### config.mk
export PLATFORM = sky130hd
export DESIGN_NAME = music_note_sequencer_flat
export DESIGN_NICKNAME = d
export VERILOG_FILES = /design/src/rtl/music_note_sequencer_if.sv /design/src/rtl/music_note_sequencer.sv /design/src/flat_wrapper.sv
export SDC_FILE = /design/constraint.sdc
export NUM_CORES = 1
export LEC_CHECK = 0
export CAP_MARGIN = 10
export CORE_MARGIN = 2
export CORE_UTILIZATION = 50
export CTS_BUF_LIST = sky130_fd_sc_hd__clkbuf_16
export DETAILED_ROUTE_END_ITERATION = 8
export PLACE_DENSITY = 0.75
export SYNTH_ARGS = -nofsm -noshare
export SYNTH_HDL_FRONTEND = slang
export SYNTH_SLANG_ARGS = --single-unit
### constraint.sdc
create_clock -name clock -period 3.74 [get_ports clock]
set_clock_uncertainty 0.1 [all_clocks]
set_input_delay 0.561 -clock clock [delete_from_list [all_inputs] [get_ports clock]]
set_output_delay 0.561 -clock clock [all_outputs]
set_load 0.05 [all_outputs]
### src/rtl/music_note_sequencer_if.sv
// Control/ROM bundle for music_note_sequencer: the sequencer sits on the slave
// modport, the player/ROM environment on the master modport.
interface music_note_sequencer_if #(
    parameter int ADDR_W = 9
);
    logic              start;
    logic              stop;
    logic [ADDR_W-1:0] rom_addr;
    logic [7:0]        rom_q;
    logic              note_valid;
    logic [ADDR_W-1:0] note_index;
    logic              busy;
    logic              done;

    modport master (
        output start, stop, rom_q,
        input  rom_addr, note_valid, note_index, busy, done
    );

    modport slave (
        input  start, stop, rom_q,
        output rom_addr, note_valid, note_index, busy, done
    );
endinterface

### src/rtl/music_note_sequencer.sv
// Walks a duration ROM and sounds each note for rom_q*TICK_DIV clocks.
// Define MUSIC_SEQ_LOOP_EN to repeat the song from address 0 after each done pulse.
module music_note_sequencer #(
    parameter int unsigned TICK_DIV = 12500000,
    parameter int          ADDR_W   = 9
) (
    input  logic                   clock,
    input  logic                   resetn,
    music_note_sequencer_if.slave  bus
);
    typedef enum logic [2:0] {
        S_IDLE,
        S_ADDR,
        S_WAIT,
        S_PLAY,
        S_DONE
    } state_t;

    localparam logic [31:0]       TICK_LAST = 32'(TICK_DIV - 1);
    localparam logic [ADDR_W-1:0] ADDR_LAST = '1;

    state_t            state_q, state_d;
    logic [ADDR_W-1:0] addr_q, addr_d;
    logic [31:0]       presc_q, presc_d;
    logic [7:0]        dur_q, dur_d;

    always_ff @(posedge clock or negedge resetn) begin
        if (!resetn) begin
            state_q <= S_IDLE;
            addr_q  <= '0;
            presc_q <= '0;
            dur_q   <= '0;
        end else begin
            state_q <= state_d;
            addr_q  <= addr_d;
            presc_q <= presc_d;
            dur_q   <= dur_d;
        end
    end

    always_comb begin
        state_d = state_q;
        addr_d  = addr_q;
        presc_d = presc_q;
        dur_d   = dur_q;
        case (state_q)
            S_IDLE: begin
                addr_d  = '0;
                presc_d = '0;
                dur_d   = '0;
                if (bus.start && !bus.stop) begin
                    state_d = S_ADDR;
                end
            end
            S_ADDR: begin
                state_d = S_WAIT;
            end
            S_WAIT: begin
                dur_d   = bus.rom_q;
                presc_d = '0;
                state_d = (bus.rom_q == 8'd0) ? S_DONE : S_PLAY;
            end
            S_PLAY: begin
                if (presc_q == TICK_LAST) begin
                    presc_d = '0;
                    dur_d   = dur_q - 8'd1;
                    // Last unit of this note: leave PLAY on the same edge the count hits 0.
                    if (dur_q == 8'd1) begin
                        if (addr_q == ADDR_LAST) begin
                            state_d = S_DONE;
                        end else begin
                            addr_d  = addr_q + ADDR_W'(1);
                            state_d = S_ADDR;
                        end
                    end
                end else begin
                    presc_d = presc_q + 32'd1;
                end
            end
            S_DONE: begin
                addr_d  = '0;
                presc_d = '0;
                dur_d   = '0;
`ifdef MUSIC_SEQ_LOOP_EN
                state_d = S_ADDR;
`else
                state_d = S_IDLE;
`endif
            end
            default: begin
                state_d = S_IDLE;
            end
        endcase

        // Abort overrides every other transition, including a pending start.
        if (bus.stop && (state_q != S_IDLE)) begin
            state_d = S_IDLE;
            addr_d  = '0;
            presc_d = '0;
            dur_d   = '0;
        end
    end

    assign bus.rom_addr   = addr_q;
    assign bus.note_index = addr_q;
    assign bus.note_valid = (state_q == S_PLAY);
    assign bus.busy       = (state_q != S_IDLE);
    assign bus.done       = (state_q == S_DONE);
endmodule
### src/flat_wrapper.sv
// flat-port wrapper written by rule: the top's interface ports become plain ports
module music_note_sequencer_flat 
#(
    parameter int unsigned TICK_DIV = 12500000,
    parameter int          ADDR_W   = 9
)
  (clock, resetn, bus_start, bus_stop, bus_rom_q, bus_rom_addr, bus_note_valid, bus_note_index, bus_busy, bus_done);
  music_note_sequencer_if #(.ADDR_W(ADDR_W)) bus_i ();
  input  logic clock;
  input  logic resetn;
  input wire logic [$bits(bus_i.start)-1:0] bus_start;
  input wire logic [$bits(bus_i.stop)-1:0] bus_stop;
  input wire logic [$bits(bus_i.rom_q)-1:0] bus_rom_q;
  output wire logic [$bits(bus_i.rom_addr)-1:0] bus_rom_addr;
  output wire logic [$bits(bus_i.note_valid)-1:0] bus_note_valid;
  output wire logic [$bits(bus_i.note_index)-1:0] bus_note_index;
  output wire logic [$bits(bus_i.busy)-1:0] bus_busy;
  output wire logic [$bits(bus_i.done)-1:0] bus_done;
  assign bus_i.start = bus_start;
  assign bus_i.stop = bus_stop;
  assign bus_i.rom_q = bus_rom_q;
  assign bus_rom_addr = bus_i.rom_addr;
  assign bus_note_valid = bus_i.note_valid;
  assign bus_note_index = bus_i.note_index;
  assign bus_busy = bus_i.busy;
  assign bus_done = bus_i.done;
  music_note_sequencer #(.TICK_DIV(TICK_DIV), .ADDR_W(ADDR_W)) u_core (.clock(clock), .resetn(resetn), .bus(bus_i));
endmodule
Word-level counts from Yosys, hierarchy flattened
Index checks and enable logic that the tools add are counted.
W data, S select, Z words.
{ "totals": {"ff_bits": 52, "elab_cells": 50} }
{ "op_classes": {"addsub": 3, "muxes": 18, "n_eq_ne": 11, "reduce_logical": 14} }
{ "op_table": {"columns": ["op", "n"], "rows": [
  ["$mux W32", 2],
  ["$pmux W32 S2", 1],
  ["$mux W9", 4],
  ["$add A32 B1 Y32 const B", 1],
  ["$eq A32 B24 Y1 const B", 1],
  ["$pmux W8 S3", 1],
  ["$mux W3", 6],
  ["$pmux W9 S2", 1],
  ["$mux W8", 2],
  ["$pmux W3 S4", 1],
  ["$add A9 B1 Y9 const B", 1],
  ["$eq A9 B9 Y1 const B", 1],
  ["$ne A3 B1 Y1 const B", 3],
  ["$reduce_bool A3 Y1", 3],
  ["$eq A8 B1 Y1 const B", 1],
  ["$logic_not A8 Y1", 1],
  ["$sub A8 B1 Y8 const B", 1],
  ["$eq A3 B2 Y1 const B", 2],
  ["$reduce_and A4 Y1", 1],
  ["$reduce_bool A4 Y1", 1],
  ["$eq A3 B1 Y1 const B", 1],
  ["$eq A3 B3 Y1 const B", 1],
  ["$logic_not A3 Y1", 1],
  ["$ne A3 B3 Y1 const B", 1],
  ["other kinds (6)", 7]
]} }

Longest topological paths before layout
{ "depth": {"word_depth": 6, "ltp_mapped": 11, "mapped_depth_nobuf": 10} }

Worst setup path before layout
Ideal clock, no wire load.
{ "synth_path": {"kind": "register to register", "from": "reg u_core.addr_q[0] (netlist: u_core.bus.note_index[0])", "to": "reg u_core.addr_q[3] (netlist: u_core.bus.note_index[3])", "stages_incl_launch_ff": 12, "arrival_ns": 2.423, "path_slack_ns": 1.096, "synth_period_minus_slack_ns": 2.644, "t_required_ns": 3.519, "cell_sequence": "dfrtp_1 > ha_1 > and3_1 > nand3_1 > nor2_1 > ha_1 > nor4bb_1 > clkbuf_1 > nand4_1 > nand2_1 > o21ai_0 > a22o_1"} }
{ "synth_between": {"elab_chain_cells": 6, "word_cells_on_any_way": 9, "classes_between": "1 x add/sub; 2 x eq/ne; 5 x mux; 1 x reduce/logical"} }
{ "synth_rtl": {"columns": ["element", "line_no", "rtl"], "rows": [
  ["start, declared", "music_note_sequencer.sv:23", "logic [ADDR_W-1:0] addr_q, addr_d;"],
  ["start signal, assigned", "music_note_sequencer.sv:35", "addr_q <= addr_d;"],
  ["$add A9 B1 Y9", "music_note_sequencer.sv:72", "addr_d = addr_q + ADDR_W'(1);"],
  ["$mux W9", "music_note_sequencer.sv:69", "if (addr_q == ADDR_LAST) begin"],
  ["$mux W9", "music_note_sequencer.sv:68", "if (dur_q == 8'd1) begin"],
  ["$mux W9", "music_note_sequencer.sv:64", "if (presc_q == TICK_LAST) begin"],
  ["$pmux W9 S2", "music_note_sequencer.sv:46", "case (state_q)"],
  ["$mux W9", "music_note_sequencer.sv:96", "if (bus.stop && (state_q != S_IDLE)) begin"]
]} }
Several ways; a longest one is shown, not always the timed one. The select of a mux whose other input is x is not followed.
A chain may end at the register's enable or synchronous reset.

Worst setup path after layout
{ "layout_path": {"from": "reg u_core.state_q[1]", "to": "out bus_done"} }
{ "layout_between": {"elab_chain_cells": 1} }
{ "layout_rtl": {"columns": ["element", "line_no", "rtl"], "rows": [
  ["start, declared", "music_note_sequencer.sv:22", "state_t state_q, state_d;"],
  ["start signal, assigned", "music_note_sequencer.sv:34", "state_q <= state_d;"],
  ["$eq A3 B3 Y1", "music_note_sequencer.sv:108", "assign bus.done = (state_q == S_DONE);"],
  ["end, declared", "flat_wrapper.sv:18", "output wire logic [$bits(bus_i.done)-1:0] bus_done;"]
]} }
No other way between the ends.

==> key figures <==
Status
  • Run status: finished clean

Floorplan
  • Die Y: 84.7 um
  • Floorplan die area: 0.00717 mm2
  • Initial cell density of the core: 51.5%
  • Placeable Area: 0.00631 mm2
  • Horizontal die dimension: 84.7 um
  • I/O Pins: 33
  • Placement Rows: 29

CTS
  • CTS buffer count: 5
  • Buffer cell driving the clock tree root: sky130_fd_sc_hd__clkbuf_16
  • Total of hold buffers inserted after clock tree synthesis: 0
  • Clock transition at the register clock pins on the worst setup and hold paths after CTS: 0.07 ns
  • Number of setup buffers added after CTS: 0
  • CTS tree: yes
  • Worst-Skew Late Latency: 0.29 ns
  • Sink count of the clock tree: 52
  • Clock Tree Buf Depth: 2
  • Number of gates given a new drive strength after cts: 0
  • H-tree depth: 2

Synth
  • Commonest register cell after synthesis: sky130_fd_sc_hd__dfrtp_1
  • Post-synth EDFFs: 0
  • Distinct cell type count of the synthesized netlist: 49
  • Syn_nets: 388
  • Number of cells produced by synthesis: 371
  • Leading area contributor after synthesis: sky130_fd_sc_hd__dfrtp_1
  • Fraction of registers with async set/reset: 100%
  • Share of synthesized area occupied by flip-flops and latches: 40.0%
  • Average footprint of a synthesized cell: 8.77 um2
  • YS warnings: 0
  • Register bit total from synthesis: 52
  • Cell types with the largest area share after synthesis: sky130_fd_sc_hd__dfrtp_1 40%, sky130_fd_sc_hd__xnor2_1 6.2%, sky130_fd_sc_hd__nor2_1 5.0%
  • Most frequently used cell type in the post-synthesis netlist: sky130_fd_sc_hd__dfrtp_1
  • List of most frequent post-synthesis cells: 52 x sky130_fd_sc_hd__dfrtp_1, 43 x sky130_fd_sc_hd__nor2_1, 25 x sky130_fd_sc_hd__nor4_1
  • Synth Cell Area: 0.00325 mm2
  • Share of Yosys cell area claimed by the top area cell type: 40.0%

Drt
  • Post-route DRC violation count: 0
  • Drt initial violations: 280
  • First-pass iteration count of the detailed router: 4
  • Average wire length per cell after detail routing: 15.7 um
  • Total vias in the final route: 2850
  • Final routed wirelength across all metal layers: 7320 um
  • Antenna Violating Nets Remaining: 0
  • Post-detailed-route via-to-cell ratio: 6.13

Setup path
  • Crit path arrival time: 2.20 ns
  • CP delay by family, top: buffers and inverters
  • Sort of element at the start of the critical path: flop
  • Destination of the worst register-to-register timing path: u_core.bus.note_index[0]
  • R2R cell count: 5
  • Launch instance of the worst register-to-register path: u_core.dur_q[2]
  • Data required time at the worst endpoint: 3.08 ns
  • Cells along the critical path: or2_2 > nor2_1 > clkdlybuf4s50_1
  • Buffers & Inverters on Critical Path: 1
  • Slowest cell on crit path: sky130_fd_sc_hd__clkdlybuf4s50_1
  • Worst setup path class: reg2out
  • Worst setup EP type: output pin
  • Delay of the slowest critical-path stage: 0.80 ns
  • Maximum net fanout on the critical path: 15
  • Critical Path Stages: 3
  • Worst reg2reg setup slack: 1.00 ns

Placement
  • Detailed Place HPWL: 5250 um
  • Number of cells in the design after placement: 457
  • PortBufs: 32
  • RD Place Congestion: 0.941

Flow run
  • Maximum Capacitance Violations: 0

Finish
  • Post-layout instance count excluding filler cells: 465
  • Fraction of final layout cells with drive strength greater than 1: 5.67%
  • Sequential cell area: 0.00130 mm2
  • Multi-input gate area in the final layout: 0.00174 mm2
  • # fillers: 555
  • Area overhead of the layout relative to synthesis: 13.4%
  • Final layout net count: 404
  • Antenna cells: 0

Timing
  • Highest clock rate: 349 MHz
  • Setup TNS: 0 ns
  • Share of the cycle needed by the critical path after routing: 76.5%
  • Final number of hold-violating endpoints: 0
  • Final number of setup-violating endpoints: 0
  • Max_slew headroom: 39.5%
  • Transition time at the pin with the least slew margin: 0.899 ns
  • Post-layout minimum cycle time: 2.86 ns
  • Slew Limit Fails: 0
  • RSZ-0062 raised after global routing: false

Global route
  • Wire length of the first global-routing pass: 13100 um
  • Via count of the first global-routing pass: 2720
  • Global route overflow: 0
  • Pin count of the biggest net entering global routing: 33
  • Global routing usage summed across all routing layers: 22.0%
  • Antenna violations before repair: 0

Pwr
  • Static power due to leakage: 1.35 nW
  • Power density over the cells: 377 mW/mm2
  • Maximum vdd drop: 0.000282 V
  • Overall power: 1.39 mW

Worst hold path
  • Worst hold path type: in2async
flip-flops by register name, summed over array words and instances (netlist names):
register               count
u_core.dur_q               8
u_core.presc_q            32
u_core.state_q             3
u_core.bus.note_index      9
worst max-delay path by stage:
| stage | from | endpoint | slack (ns) |
|---|---|---|---|
| final | u_core.state_q[1] | bus_done | 0.88 |
| after global routing | u_core.dur_q[2] | u_core.bus.note_index[0] | 0.74 |
| after CTS | u_core.state_q[1] | bus_done | 0.89 |
| after detailed placement | bus_stop | u_core.presc_q[27] | 0.77 |
| after global placement | bus_stop | u_core.presc_q[27] | 0.80 |
| after floorplan | u_core.bus.note_index[0] | u_core.bus.note_index[3] | 1.10 |
final cells by class:
cell class                 instances  area share, %
sequential                        52           35.3
clock inverter                     3          0.475
clock buffer                       5           3.39
timing repair buffer              37           9.56
tap                               77           2.61
multi-input combinational        275           47.1
inverter                          16           1.63
stage by stage:
stage               setup slack [ns]  area (um2)  hold WS [ns]  utilization (%)
floorplan                       1.10        3250         0.165                -
global placement               0.801        3550         0.405             56.2
detailed placement             0.765        3550         0.427             56.2
CTS                            0.889        3690         0.255             58.4
global route                   0.744        3690         0.290             58.4
finish                         0.879        3690         0.212             58.4
logic make-up (layout without fill, tap and decap cells):
group           Yosys count  in the layout  synth area share, %
compound gates           64             64                 14.1
mux                       6              6                 2.04
flops                    52             52                 40.0
xor+xnor                 26             26                 7.00
buf+inv                  44             61                 6.65
simple gates            174            174                 28.3
fa+ha+maj                 5              5                 1.92
metal layers:
metal | GRT usage, % | routed length [um] | up-vias
met3 | 3.15 | 250 | 9
li1 | - | - | 1394
met5 | 0 | 0 | -
met4 | 5.48 | 99 | 0
met1 | 32.5 | 3620 | 1370
met2 | 34.2 | 3350 | 77
power breakdown:
| group | total (mW) | switching (mW) | internal [mW] |
|---|---|---|---|
| Sequential | 0.633 | 0.0471 | 0.586 |
| Clock | 0.454 | 0.207 | 0.247 |
| Combinational | 0.303 | 0.181 | 0.122 |
cells in the final DEF (no fill, tap or decap), drive strengths merged, types with 7 or more instances in the layout:
cell type / netlist / routed
dfrtp: 52 / 52
nor2: 43 / 43
clkdlybuf4s50: 0 / 31
nor4: 25 / 25
xnor2: 23 / 23
nand2: 20 / 20
nand3: 19 / 19
nor3: 17 / 17
inv: 16 / 17
o21ai: 15 / 15
nand4: 12 / 12
a21oi: 12 / 12
a22o: 8 / 8
or3: 7 / 7
(Power assumes the default switching activity.)
